`config.mk`:
```
export PLATFORM = sky130hd
export DESIGN_NAME = wb_excp_ctrl
export DESIGN_NICKNAME = d
export VERILOG_FILES = /design/src/rtl/wb_excp_ctrl.sv
export SDC_FILE = /design/constraint.sdc
export NUM_CORES = 1
export LEC_CHECK = 0
export BUFFER_PORTS_ARGS = -buffer_cell sky130_fd_sc_hd__clkbuf_2
export CORE_AREA = 2 2 125 127
export DETAILED_ROUTE_END_ITERATION = 8
export DIE_AREA = 0 0 127 129
export GPL_TIMING_DRIVEN = 0
export PLACE_DENSITY = 0.72
export SETUP_SLACK_MARGIN = 0.05
export SYNTH_ARGS = -nofsm -noshare
export SYNTH_HDL_FRONTEND = slang
export SYNTH_SLANG_ARGS = --single-unit
```
`constraint.sdc`:
```
create_clock -name clk -period 2.7 [get_ports clk]
set_input_delay 0.54 -clock clk [delete_from_list [all_inputs] [get_ports clk]]
set_output_delay 0.54 -clock clk [all_outputs]
set_load 0.01 [all_outputs]
```
`src/rtl/wb_excp_ctrl.sv`:
```
// wb_excp_ctrl: writeback-stage exception/interrupt commit controller.
// Resolves the WB event, pulses the CSR file, flushes the pipe and redirects IF.
module wb_excp_ctrl #(
    parameter logic [5:0]  ECODE_INT = 6'h0,
    parameter logic [12:0] INT_MASK  = 13'h1bff
) (
    input  logic        clk,
    input  logic        resetn,
    input  logic        wb_valid,
    input  logic [31:0] wb_pc,
    input  logic        wb_ex_in,
    input  logic [5:0]  wb_ecode_in,
    input  logic [8:0]  wb_esubcode_in,
    input  logic [31:0] wb_vaddr_in,
    input  logic        wb_is_ertn,
    input  logic        csr_crmd_ie,
    input  logic [12:0] csr_estat_is,
    input  logic [12:0] csr_ecfg_lie,
    input  logic [31:0] csr_eentry,
    input  logic [31:0] csr_era,
    output logic        csr_wb_ex,
    output logic [5:0]  csr_wb_ecode,
    output logic [8:0]  csr_wb_esubcode,
    output logic [31:0] csr_wb_pc,
    output logic [31:0] csr_wb_vaddr,
    output logic        csr_ertn_flush,
    output logic        wb_accept,
    output logic        wb_commit_ok,
    output logic        pipe_flush,
    output logic        redirect_valid,
    output logic [31:0] redirect_pc,
    input  logic        redirect_ready,
    output logic [31:0] ex_count
);
    typedef enum logic [1:0] {IDLE, FLUSH, REDIRECT} state_t;
    state_t state, state_nxt;
    logic int_pending, kind_ertn, ev_int, ev_ex, ev_ertn, ev_any, handshake;

    always_comb begin
        ev_int    = wb_valid & int_pending;
        ev_ex     = wb_valid & ~int_pending & wb_ex_in;
        ev_ertn   = wb_valid & ~int_pending & ~wb_ex_in & wb_is_ertn;
        ev_any    = ev_int | ev_ex | ev_ertn;
        handshake = redirect_valid & redirect_ready;
        state_nxt = state;
        case (state)
            IDLE:     state_nxt = ev_any ? FLUSH : IDLE;
            FLUSH:    state_nxt = REDIRECT;
            REDIRECT: state_nxt = handshake ? IDLE : REDIRECT;
            default:  state_nxt = IDLE;
        endcase
    end

    assign wb_accept    = (state == IDLE);
    assign wb_commit_ok = wb_valid & wb_accept & ~ev_any;

    always_ff @(posedge clk) begin
        if (!resetn) begin
            state           <= IDLE;
            int_pending     <= 1'b0;
            kind_ertn       <= 1'b0;
            csr_wb_ex       <= 1'b0;
            csr_ertn_flush  <= 1'b0;
            csr_wb_ecode    <= '0;
            csr_wb_esubcode <= '0;
            csr_wb_pc       <= '0;
            csr_wb_vaddr    <= '0;
            pipe_flush      <= 1'b0;
            redirect_valid  <= 1'b0;
            redirect_pc     <= '0;
            ex_count        <= '0;
        end else begin
            state          <= state_nxt;
            int_pending    <= csr_crmd_ie & |(csr_estat_is & csr_ecfg_lie & INT_MASK);
            csr_wb_ex      <= 1'b0;
            csr_ertn_flush <= 1'b0;
            case (state)
                IDLE: if (ev_any) begin
                    csr_wb_ex       <= ev_int | ev_ex;
                    csr_ertn_flush  <= ev_ertn;
                    csr_wb_ecode    <= ev_int ? ECODE_INT : wb_ecode_in;
                    csr_wb_esubcode <= ev_int ? 9'h0 : wb_esubcode_in;
                    csr_wb_pc       <= wb_pc;
                    csr_wb_vaddr    <= ev_ex ? wb_vaddr_in : csr_wb_vaddr;
                    kind_ertn       <= ev_ertn;
                end
                FLUSH: begin
                    pipe_flush  <= 1'b1;
                    redirect_pc <= kind_ertn ? csr_era : csr_eentry;
                    ex_count    <= kind_ertn ? ex_count : ex_count + 32'd1;
                end
                REDIRECT: begin
                    // valid rises one cycle into REDIRECT and drops right after the handshake
                    redirect_valid <= ~handshake;
                    pipe_flush     <= ~handshake;
                end
                default: ;
            endcase
        end
    end
endmodule
```
# After elaboration in Yosys (flattened, before gate mapping)
# Cells that the tools add are included.
# word_totals
regBits	151
word_cells	47
out_inout_bits	149
# op_classes
mux	7
n_bitwise	17
n_eq_ne	2
n_reduce_logical	7
addsub	1
# op_table
cell	n
$add 32x1->32 const B	1
$mux 32	1
$and 13x13->13	1
$reduce_or 12->1	1
$and 1x1->1	9
$mux 9	1
$mux 6	1
$pmux 2 s3	1
$reduce_and 3->1	2
$not 1->1	5
$reduce_and 2->1	2
$eq 2x1->1 const B	1
$eq 2x2->1 const B	1
$logic_not 2->1	1
$mux 2	1
$or 1x1->1	2
$pmux 1 s2	1
$reduce_bool 2->1	1
$mux 1	1

# Longest topological paths before layout
# logic_depth
word_depth	7
depth_mapped	8
depth_no_buf	6

# Worst setup path before layout
# No wires, ideal clock.
# synth_timing
path_kind	reg-to-reg
start	reg state[1]
end	reg ex_count[31]
path_stages_with_launch	8
t_arrival_ps	1929
setup_slack_ps	701
required_ps	2630
period_less_slack_ps	1999
cell_sequence	dfxtp_1 -> inv_1 -> ha_1 -> nand3b_4 -> or4_1 -> buf_2 -> or4_1 -> a21oi_1
# synth_via
elab_chain_cells	2
# synth_rtl
element	line	rtl
start: declaration	36	state_t state, state_nxt;
start signal: assignment	73	state <= state_nxt;
$eq 2x1->1	77	case (state)
$reduce_and 2->1 (no source line)	n/a	
end signal: assignment	90	ex_count <= kind_ertn ? ex_count : ex_count + 32'd1;
end: declaration	33	output logic [31:0] ex_count
# No other way between the ends.
# A chain may end at the register's enable or synchronous reset.

# Worst setup path in the final report
# layout_timing
start	reg state[0]
end	reg csr_wb_esubcode[6]
# layout_via
elab_chain_cells	2
# layout_rtl
element	line	rtl
$logic_not 2->1	77	
$reduce_and 2->1 (no source line)	n/a	
end signal: assignment	82	csr_wb_esubcode <= ev_int ? 9'h0 : wb_esubcode_in;
end: declaration	23	output logic [8:0] csr_wb_esubcode,
# No other way between the ends.

==> impl_metrics.tcl <==
set metrics [dict create \
    syn_area_um2 5910 \
    synth.most_common_cell "dfxtp_1" \
    dr.pass1.iters 4 \
    ys_ff_latch 151 \
    r2r_cells 8 \
    dp_hpwl_mm 14.7 \
    final_layout_size_suffix_gt1_share_pct 34.5 \
    cts-root-buf "clkbuf_16" \
    synth_flop_cell "dfxtp_1" \
    htree_num_levels 4 \
    gp_congestion 0.832 \
    io_buffers 322 \
    synth_top_area_share_pct 51.1 \
    die_w_um 127 \
    avgSynthCellArea_um2 8.76 \
    netlist_top_cells_count "151 x dfxtp_1, 147 x nand2_1, 81 x a21oi_1, 54 x nor2_1, 39 x clkbuf_1" \
    hold_viol 0 \
    groute.usage.overall_pct 22.4 \
    peakVddDrop_mv 0.407 \
    hold_depth 2 \
    hold_ws_ps 333 \
    synth-async-reset-ratio_pct 0 \
    synth_area_leader_cell "dfxtp_1" \
    io_pins 325 \
    yosys-top-cells-area "dfxtp_1 51%, nand2_1 9.3%, a21oi_1 6.9%" \
    gr-total-overflow 0 \
    dieArea_um2 16400 \
    synthDistinctLibCells 36 \
    r2r_slack_ps 310 \
    finalMaxSlewViolations 0 \
    worst_pin_slew_ps 816 \
    grt_max_degree 17 \
    crit_path_max_fanout 10 \
    syn-num-nets 856 \
    finalCritPeriodShare_pct 88.4 \
    first_global_vias 5535 \
    crit_arrival_ps 2740 \
    path_clk_slew_ps 60 \
    critPathCaptureType "flip-flop" \
    synthCells 675 \
    initial_core_util_pct 39.5 \
    coreArea_um2 15000 \
    cts_buffers 17 \
    grt_pass1_wl_mm 28.7 \
    fin_tns_setup_ps 0 \
    critPathLaunchType "flip-flop" \
    cts.path.max_buffers 2 \
    syn2layout_area_growth_pct 42.2 \
    drt-total-wl_mm 19.0 \
    max_freq_mhz 419 \
    ys_seq_area_share_pct 51.1 \
    fin_nets 1197 \
    fin_skew_ps 7.04 \
    cts_tree "done" \
    vias_per_cell 5.05 \
    critical_path_required_ps 3060 \
    rows 45 \
    fp.dieH_um 129 \
    clk_latency_ps 410 \
    drtAntennaViolNets 0 \
    slew_headroom_pct 45.6 \
    hold_class "input port to flip-flop" \
    p_leak_nw 3.72 \
    status "finished, final reports clean" \
    critical_path_class "flip-flop to flip-flop" \
    antenna_found_initial 1 \
    rsz0062_at_grt "no" \
    drc 0 \
    setup_viol 0 \
    drtIter0Drc 259 \
    yosysWarnings 0 \
    num_vias 6152 \
    min_period_ps 2390 \
    wire_per_inst_um 15.6 \
    synth_enable_flop_cells 0 \
    cts_sinks 151 \
    cap_violations 0 \
    power.density_nw_per_um2 674 \
]
## worst paths after layout
path,from,endpoint
worst max-delay path,state[0],csr_wb_esubcode[6]
worst min-delay path,wb_ecode_in[0],csr_wb_ecode[0]
worst min register to register,csr_wb_pc[26],csr_wb_pc[26]
worst max register to register,state[0],csr_wb_esubcode[6]
## logic make-up after synthesis
| kind of cell | Yosys count | synth area share (%) |
|---|---|---|
| AO/OA/AOI/OAI | 159 | 16.9 |
| multiplexers | 36 | 6.09 |
| flip-flops | 151 | 51.1 |
| buffers and inverters | 50 | 3.32 |
| adder cells (fa/ha/maj) | 5 | 1.06 |
| AND/OR/NAND/NOR | 262 | 19.8 |
| XOR/XNOR | 12 | 1.78 |
## through the flow
stage / power [mW] / cells / utilization, % / setup WS (ps) / cell area, um2
floorplan: 2.80 / 675 / - / 701 / 5910
global placement: 3.15 / 1185 / 51.8 / 183 / 7760
detailed placement: 3.16 / 1185 / 51.8 / 131 / 7760
CTS: 5.72 / 1217 / 56.1 / 125 / 8410
global route: 5.90 / 1218 / 56.2 / 101 / 8410
finish: 5.67 / 1218 / 56.2 / 313 / 8410
## metal layers
layer | vias to the layer above | wire, um | track usage, %
met4 | 0 | 378 | 7.56
met1 | 2822 | 7870 | 27.8
met3 | 27 | 1290 | 5.74
met2 | 234 | 9500 | 38.3
li1 | 3069 | - | -
met5 | - | 0 | 0
## timing repair
action,4_1_cts,5_1_grt
hold buffers,0,0
endpoints found under the setup margin,0,10
setup buffers,0,0
resized for setup,0,1
## layout by cell type, fill, tap and decap left out, types with 5 or more instances in the layout
| master | count |
|---|---|
| clkbuf_1 | 42 |
| xnor2_1 | 5 |
| clkbuf_16 | 17 |
| a21oi_1 | 80 |
| mux2i_1 | 36 |
| o31ai_1 | 12 |
| inv_1 | 5 |
| ha_1 | 5 |
| nor4_1 | 6 |
| nand2_1 | 147 |
| nand3_1 | 10 |
| clkbuf_8 | 5 |
| a211oi_1 | 32 |
| nand4_1 | 11 |
| dfxtp_1 | 151 |
| o21ai_0 | 7 |
| clkbuf_2 | 322 |
| xor2_1 | 7 |
| or4_1 | 13 |
| nor2_1 | 54 |
| a22o_1 | 18 |
## cell type report
class	instances	area, um2
Timing Repair Buffer	322	1610
Sequential cell	151	3020
Clock buffer	25	505
Tap cell	188	235
Multi-Input combinational cell	474	2700
Clock inverter	7	139
Antenna cell	1	2.50
Fill cell	1445	6570
Inverter	5	18.8
Buffer	45	178
## critical path, cell delays in order, from the launching register on
cell and delay [ps]:
dfxtp_1 320, inv_1 120, ha_1 310, o311a_1 200, clkbuf_1 270, nand2_1 150, a21oi_2 320, clkbuf_1 440
a22o_1 210
## state kept, by name, summed over array words and instances (netlist names)
register	count
kind_ertn	1
csr_wb_ecode	6
csr_wb_pc	32
csr_wb_vaddr	32
csr_ertn_flush	1
csr_wb_esubcode	9
redirect_pc	32
state	2
csr_wb_ex	1
redirect_valid	1
ex_count	32
pipe_flush	1
int_pending	1
## where the power goes
group | internal (mW) | switching (mW)
Sequential | 2.35 | 0.0654
Combinational | 0.299 | 0.393
Clock | 1.67 | 0.896
Total | 4.32 | 1.35
(Power assumes the default switching activity.)
